===== src/rtl/mem_arbiter.sv =====
// rtl/mem_arbiter.sv - IFU/LSU memory port arbiter, one outstanding transaction, round-robin, response timeout
module mem_arbiter #(
  parameter int AW      = 32,
  parameter int DW      = 32,
  parameter int TIMEOUT = 255
) (
  input  logic            clk,
  input  logic            rst,
  input  logic            ifu_req_valid,
  output logic            ifu_req_ready,
  input  logic [AW-1:0]   ifu_addr,
  output logic            ifu_rsp_valid,
  input  logic            ifu_rsp_ready,
  output logic [DW-1:0]   ifu_rdata,
  output logic            ifu_rsp_err,
  input  logic            lsu_req_valid,
  output logic            lsu_req_ready,
  input  logic [AW-1:0]   lsu_addr,
  input  logic            lsu_wen,
  input  logic [DW-1:0]   lsu_wdata,
  input  logic [DW/8-1:0] lsu_wmask,
  output logic            lsu_rsp_valid,
  input  logic            lsu_rsp_ready,
  output logic [DW-1:0]   lsu_rdata,
  output logic            lsu_rsp_err,
  output logic            mem_req_valid,
  input  logic            mem_req_ready,
  output logic [AW-1:0]   mem_addr,
  output logic            mem_wen,
  output logic [DW-1:0]   mem_wdata,
  output logic [DW/8-1:0] mem_wmask,
  input  logic            mem_rsp_valid,
  output logic            mem_rsp_ready,
  input  logic [DW-1:0]   mem_rdata,
  input  logic            mem_rsp_err
);

  localparam int TW    = (TIMEOUT < 2) ? 1 : $clog2(TIMEOUT + 1);
  localparam int TLAST = (TIMEOUT == 0) ? 0 : TIMEOUT - 1;
  localparam logic G_IFU = 1'b0;
  localparam logic G_LSU = 1'b1;

  typedef enum logic [1:0] {S_IDLE, S_REQ, S_RSP, S_ERR} state_t;

  state_t        state;
  logic          grant;
  logic          last_grant;
  logic [TW-1:0] tcnt;
  logic          gnt_rsp_ready;

  assign gnt_rsp_ready = (grant == G_LSU) ? lsu_rsp_ready : ifu_rsp_ready;

  always_ff @(posedge clk) begin
    if (rst) begin
      state      <= S_IDLE;
      grant      <= G_IFU;
      last_grant <= G_IFU;
      tcnt       <= '0;
    end else begin
      case (state)
        S_IDLE: begin
          // On a tie the master that did not win last time goes first
          if (ifu_req_valid && lsu_req_valid) begin
            grant <= ~last_grant;
            state <= S_REQ;
          end else if (ifu_req_valid) begin
            grant <= G_IFU;
            state <= S_REQ;
          end else if (lsu_req_valid) begin
            grant <= G_LSU;
            state <= S_REQ;
          end
        end
        S_REQ: begin
          if (mem_req_ready) begin
            state <= S_RSP;
            tcnt  <= '0;
          end
        end
        S_RSP: begin
          if (mem_rsp_valid) begin
            if (gnt_rsp_ready) begin
              state      <= S_IDLE;
              last_grant <= grant;
            end
          end else begin
            if ((TIMEOUT != 0) && (tcnt == TW'(TLAST))) state <= S_ERR;
            if (tcnt != '1) tcnt <= tcnt + TW'(1);
          end
        end
        S_ERR: begin
          if (gnt_rsp_ready) begin
            state      <= S_IDLE;
            last_grant <= grant;
          end
        end
        default: state <= S_IDLE;
      endcase
    end
  end

  always_comb begin
    ifu_req_ready = 1'b0;
    lsu_req_ready = 1'b0;
    ifu_rsp_valid = 1'b0;
    lsu_rsp_valid = 1'b0;
    ifu_rdata     = '0;
    lsu_rdata     = '0;
    ifu_rsp_err   = 1'b0;
    lsu_rsp_err   = 1'b0;
    mem_req_valid = 1'b0;
    mem_addr      = '0;
    mem_wen       = 1'b0;
    mem_wdata     = '0;
    mem_wmask     = '0;
    mem_rsp_ready = 1'b0;
    case (state)
      S_REQ: begin
        mem_req_valid = 1'b1;
        if (grant == G_LSU) begin
          mem_addr      = lsu_addr;
          mem_wen       = lsu_wen;
          mem_wdata     = lsu_wdata;
          mem_wmask     = lsu_wmask;
          lsu_req_ready = mem_req_ready;
        end else begin
          mem_addr      = ifu_addr;
          ifu_req_ready = mem_req_ready;
        end
      end
      S_RSP: begin
        mem_rsp_ready = gnt_rsp_ready;
        if (grant == G_LSU) begin
          lsu_rsp_valid = mem_rsp_valid;
          lsu_rdata     = mem_rdata;
          lsu_rsp_err   = mem_rsp_err;
        end else begin
          ifu_rsp_valid = mem_rsp_valid;
          ifu_rdata     = mem_rdata;
          ifu_rsp_err   = mem_rsp_err;
        end
      end
      S_ERR: begin
        if (grant == G_LSU) begin
          lsu_rsp_valid = 1'b1;
          lsu_rsp_err   = 1'b1;
        end else begin
          ifu_rsp_valid = 1'b1;
          ifu_rsp_err   = 1'b1;
        end
      end
      default: ;
    endcase
  end

endmodule


===== config.mk =====
export PLATFORM = sky130hd
export DESIGN_NAME = mem_arbiter
export DESIGN_NICKNAME = d
export VERILOG_FILES = /design/src/rtl/mem_arbiter.sv
export SDC_FILE = /design/constraint.sdc
export NUM_CORES = 1
export LEC_CHECK = 0
export CAP_MARGIN = 10
export CORE_AREA = 4 4 106 108
export DETAILED_ROUTE_END_ITERATION = 8
export DIE_AREA = 0 0 110 112
export PLACE_DENSITY_LB_ADDON = 0.1
export SKIP_LAST_GASP = 1
export SLEW_MARGIN = 20
export SYNTH_ARGS = -nofsm -noshare
export SYNTH_HDL_FRONTEND = slang
export SYNTH_SLANG_ARGS = --single-unit

===== constraint.sdc =====
create_clock -name clk -period 3.1 [get_ports clk]
set_clock_uncertainty 0.1 [all_clocks]
set_input_delay 0.775 -clock clk [delete_from_list [all_inputs] [get_ports clk]]
set_output_delay 0.775 -clock clk [all_outputs]
set_load 0.02 [all_outputs]

==> Word level (Yosys, flattened, before mapping) <==
Cells that the tools add are included.
{ "totals": {"ff_bits": 12, "inputBits": 142, "out_inout_bits": 141, "elab_cells": 73} }
{ "op_classes": {"n_addsub": 1, "eq_ne": 11, "n_mux": 47, "bitwise_logic": 1, "reduce_logical": 9} }
{ "ops": {"columns": ["cell", "count"], "rows": [
  ["32-bit two-way mux", 8],
  ["8-bit two-way mux", 3],
  ["1-bit two-way mux", 20],
  ["8-bit case mux with 2 select lines", 1],
  ["2-bit two-way mux", 7],
  ["1-bit case mux with 2 select lines", 5],
  ["8-bit by 1-bit adder with 8-bit output (second input constant)", 1],
  ["8-bit equality test (second input constant)", 1],
  ["4-bit two-way mux", 2],
  ["2-bit != test (second input constant)", 4],
  ["8-bit != test (second input constant)", 1],
  ["2-bit case mux with 4 select lines", 1],
  ["2-bit equality test (second input constant)", 2],
  ["4-bit != test (second input constant)", 1],
  ["2-bit AND reduction", 2],
  ["4-bit AND reduction", 1],
  ["2-bit nonzero test", 2],
  ["3-bit != test (second input constant)", 1],
  ["3-bit AND reduction", 1],
  ["3-bit nonzero test", 1],
  ["2-bit by 1-bit equality test with 1-bit output (second input constant)", 1],
  ["2-bit logical NOT", 1],
  ["1-bit logical AND", 1],
  ["1-bit NOT", 1]
]} }

==> Depth between registers and ports, before layout <==
{ "depth": {"ltp_word": 4, "depth_mapped": 8, "depth_no_buf": 6} }

==> Worst setup path after synthesis <==
OpenSTA, ideal clock, no wires.
{ "synth_timing": {"kind": "register -> output", "start": "register state[1]", "end": "output mem_wdata[22]", "arrival_time_ns": 1.367, "required_time_ns": 2.225, "path_slack_ns": 0.858, "stages_incl_launch_ff": 7, "path_buffers": 2, "path_cell_list": "dfxtp_1 > buf_2 > inv_2 > nand2_1 > inv_2 > clkbuf_1 > and3_1"} }
{ "synth_between": {"elab_chain_cells": 2} }
{ "synth_rtl": {"columns": ["element", "line_no", "source"], "rows": [
  ["start, declared", "45", "state_t state;"],
  ["start signal, assigned", "55", "state <= S_IDLE;"],
  ["start signal, assigned", "65", "state <= S_REQ;"],
  ["start signal, assigned", "68", "state <= S_REQ;"],
  ["2-bit by 1-bit equality test with 1-bit output", "117", "case (state)"],
  ["32-bit two-way mux", "117", null],
  ["end, declared", "30", "output logic [DW-1:0] mem_wdata,"]
]} }
Every way passes these cells.

==> Worst setup path in the final report <==
{ "layout_timing": {"start": "input mem_req_ready", "end": "output lsu_req_ready"} }
{ "layout_between": {"elab_chain_cells": 2} }
{ "layout_rtl": {"columns": ["element", "line_no", "source"], "rows": [
  ["start, declared", "27", "input logic mem_req_ready,"],
  ["1-bit two-way mux", "120", "if (grant == G_LSU) begin"],
  ["1-bit two-way mux", "117", null],
  ["end, declared", "17", "output logic lsu_req_ready,"]
]} }
Every way passes these cells.

==> flow_summary.ini <==
[outcome]
status = finished, final reports clean

[routing]
vias = 3182
routed_wl_um = 12000
first_iter_violations = 162
ant_nets = 0
vias_per_cell = 4.44
drc = 0
wl_per_cell_um = 16.7
first_pass_iters = 4

[grt]
antenna_found_initial = 0
grt_max_degree = 66
grt_pass1_wl_um = 17100
grt_usage_pct = 17.6
overflow = 0
grt_pass1_vias = 3151

[logic_synthesis]
synth_edf_count = 0
async_reset_ff_share_pct = 0
synth_area_leader_cell = nor2_1
syn_area_um2 = 1900
ys_warn_count = 0
synth_area_leaders = nor2_1 (22%), mux2i_1 (17%), and3_1 (13%), dfxtp_1 (13%), nand2b_1 (11%)
syn_avg_cell_area_um2 = 6.12
synth.most_common_cell = nor2_1
yosysTopAreaCellShare_pct = 22.0
post_synth_num_cell_types = 31
synthCells = 310
yosysSeqAreaShare_pct = 12.7
synthFlopType = dfxtp_1
syn-num-nets = 454
yosys-top-cells-count = nor2_1 (111), and3_1 (39), nand2b_1 (34)
ys_ff_latch = 12

[placement]
dpl-instance-area_um2 = 4880
post-place-ws_ns = 0.0265
port_buffers = 282
dp.cells = 712
place.gp.congestion = 0.801
place_hpwl_um = 10300

[worst_setup_path]
path_cells = clkdlybuf4s50_1 > and3_1 > clkdlybuf4s50_1
crit_required_ns = 2.22
worst_path_largest_cell_delay_ns = 0.65
r2r-end = tcnt[7]
worstSetupEndpointType = output pin
reg2reg_slack_ns = 1.34
critPathLaunchType = input port
path_common_cell = clkdlybuf4s50_1
cp_max_fo = 3
rr_startpoint = state[0]
cpMaxStageDelayCell = clkdlybuf4s50_1
timing.critical_path.buf_inv = 2
critPathTopFamily = buffers and inverters
arrival_ns = 2.14
ff2ff_path_depth = 5
crit_type = in2out

[layout]
antenna_cells = 0
drive_gt1_share_pct = 4.14
synthToLayoutAreaGrowth_pct = 160
num-nets-final = 725
seq_area_um2 = 241
stdcell_area_um2 = 4940
instances_no_fill = 716
fill_cells = 1028
multi_input_area_um2 = 1530

[pwr]
p_leak_uw = 0.00194
p_clk_share_pct = 16.6
powerDensity_nw_per_um2 = 209
combPwrFrac_pct = 67.7
p_int_uw = 650
peakVddDrop_mv = 0.107
switching_share_pct = 37.1
net-switching-power_uw = 384
seq_power_share_pct = 15.7
power_uw = 1030

[clocking]
post_cts_buffers = 0
htree_levels = 1
clockBufferDepth = 2
numCtsBuffers = 3
cts_root_buf = clkbuf_8
clkLatencyLatePin_ns = 0.24
cts_tree = built
clock-sinks = 12
path_clk_slew_ns = 0.06

[flow_run]
cap_violations = 0

[die]
rows = 37
die_h_um = 112
fp.dieW_um = 110
initial_core_util_pct = 18.5
core_um2 = 10200
die_area_um2 = 12300
ios = 283

[sta]
finalCritPeriodShare_pct = 97.3
finalHoldViolCount = 0
slew-limit-headroom_pct = 64.2
worst_slack_ns = 0.0850
max_freq_mhz = 332
fin_tns_setup_ns = 0
drv_slew = 0
worstMarginPinSlew_ns = 0.537
layout_min_cycle_time_ns = 3.01
rsz0062_at_grt = false
setup_viol = 0

[hold_path]
min_to = last_grant
hp-class = reg2reg
hold_start = last_grant
min_path_cells = 2
==> state kept, by name, summed over array words and instances (netlist names) <==
| signal | flops |
|---|---|
| tcnt | 8 |
| state | 2 |
| grant | 1 |
| last_grant | 1 |
==> layout by cell type (no fill, tap or decap), drive strengths merged, types with 2 or more instances in the layout <==
master and instances:
a21oi 6, a32oi 2, and3 39, buf 12, clkbuf 4, clkdlybuf4s50 281
dfxtp 12, ha 2, inv 4, mux2i 33, nand2 11, nand2b 34
nand3 3, nand4 2, nor2 111, o211ai 2, o21ai 4, o31ai 2
or3 3, xor2 3
==> stage by stage <==
stage	util [%]	hold slack [ns]
6_report	48.3	0.375
5_1_grt	48.3	0.401
4_1_cts	48.2	0.384
3_5_place_dp	47.7	0.376
3_3_place_gp	47.7	0.364
2_1_floorplan	-	0.342
==> kinds of logic after synthesis <==
kind of cell / count (synthesis) / synth area share [%]
multiplexers: 33 / 17.4
AO/OA/AOI/OAI: 19 / 6.86
adder cells (fa/ha/maj): 2 / 1.32
XOR/XNOR: 3 / 1.39
flip-flops: 12 / 12.7
AND/OR/NAND/NOR: 209 / 53.6
buffers and inverters: 32 / 6.73
==> worst reg2reg max path, cell delays in order, from the launching register on <==
cell and delay (ns):
dfxtp_1 0.32, buf_4 0.18, nor3b_2 0.25, o21ai_2 0.15, or4_4 0.54, a21oi_2 0.15
==> per-layer routing <==
layer	share of wire [%]	wire, um	up-vias	track usage, %
met2	52	6250	186	34.7
met5	0	0	-	0
li1	-	-	1570	-
met4	1.6	188	0	3.91
met1	33	3940	1414	16.7
met3	13	1580	12	6.67
==> repair_timing <==
item                                    in CTS  in global routing
endpoints found under the hold margin        0                  0
gates resized for setup                      0                  1
endpoints found under the setup margin       0                  1
hold buffers                                 0                  0
==> worst max path at each step <==
stage | slack, ns | end | depth (start not counted) | from
after floorplan | 0.86 | mem_wdata[22] | 6 | state[1]
after global placement | 0.003 | ifu_req_ready | 4 | mem_req_ready
after detailed placement | 0.03 | ifu_req_ready | 4 | mem_req_ready
after CTS | 0.01 | ifu_req_ready | 4 | mem_req_ready
after global routing | 0.04 | lsu_req_ready | 3 | mem_req_ready
final | 0.09 | lsu_req_ready | 3 | mem_req_ready
==> power groups by stage <==
| stage | clock network (uW) | logic, uW | registers [uW] |
|---|---|---|---|
| 6_report | 172 | 700 | 162 |
| 5_1_grt | 181 | 751 | 163 |
| 4_1_cts | 177 | 709 | 162 |
| 3_5_place_dp | 0 | 706 | 166 |
| 3_3_place_gp | 0 | 701 | 165 |
| 2_1_floorplan | 0 | 314 | 164 |
==> final cells by class <==
| type | count | share of cell area (%) |
|---|---|---|
| tap | 136 | 3.45 |
| clock buffer | 4 | 1.11 |
| inverter | 4 | 0.304 |
| sequential | 12 | 4.89 |
| timing repair buffer | 294 | 59.3 |
| multi-input combinational | 266 | 31.0 |
Power figures use the tool's default switching activity.
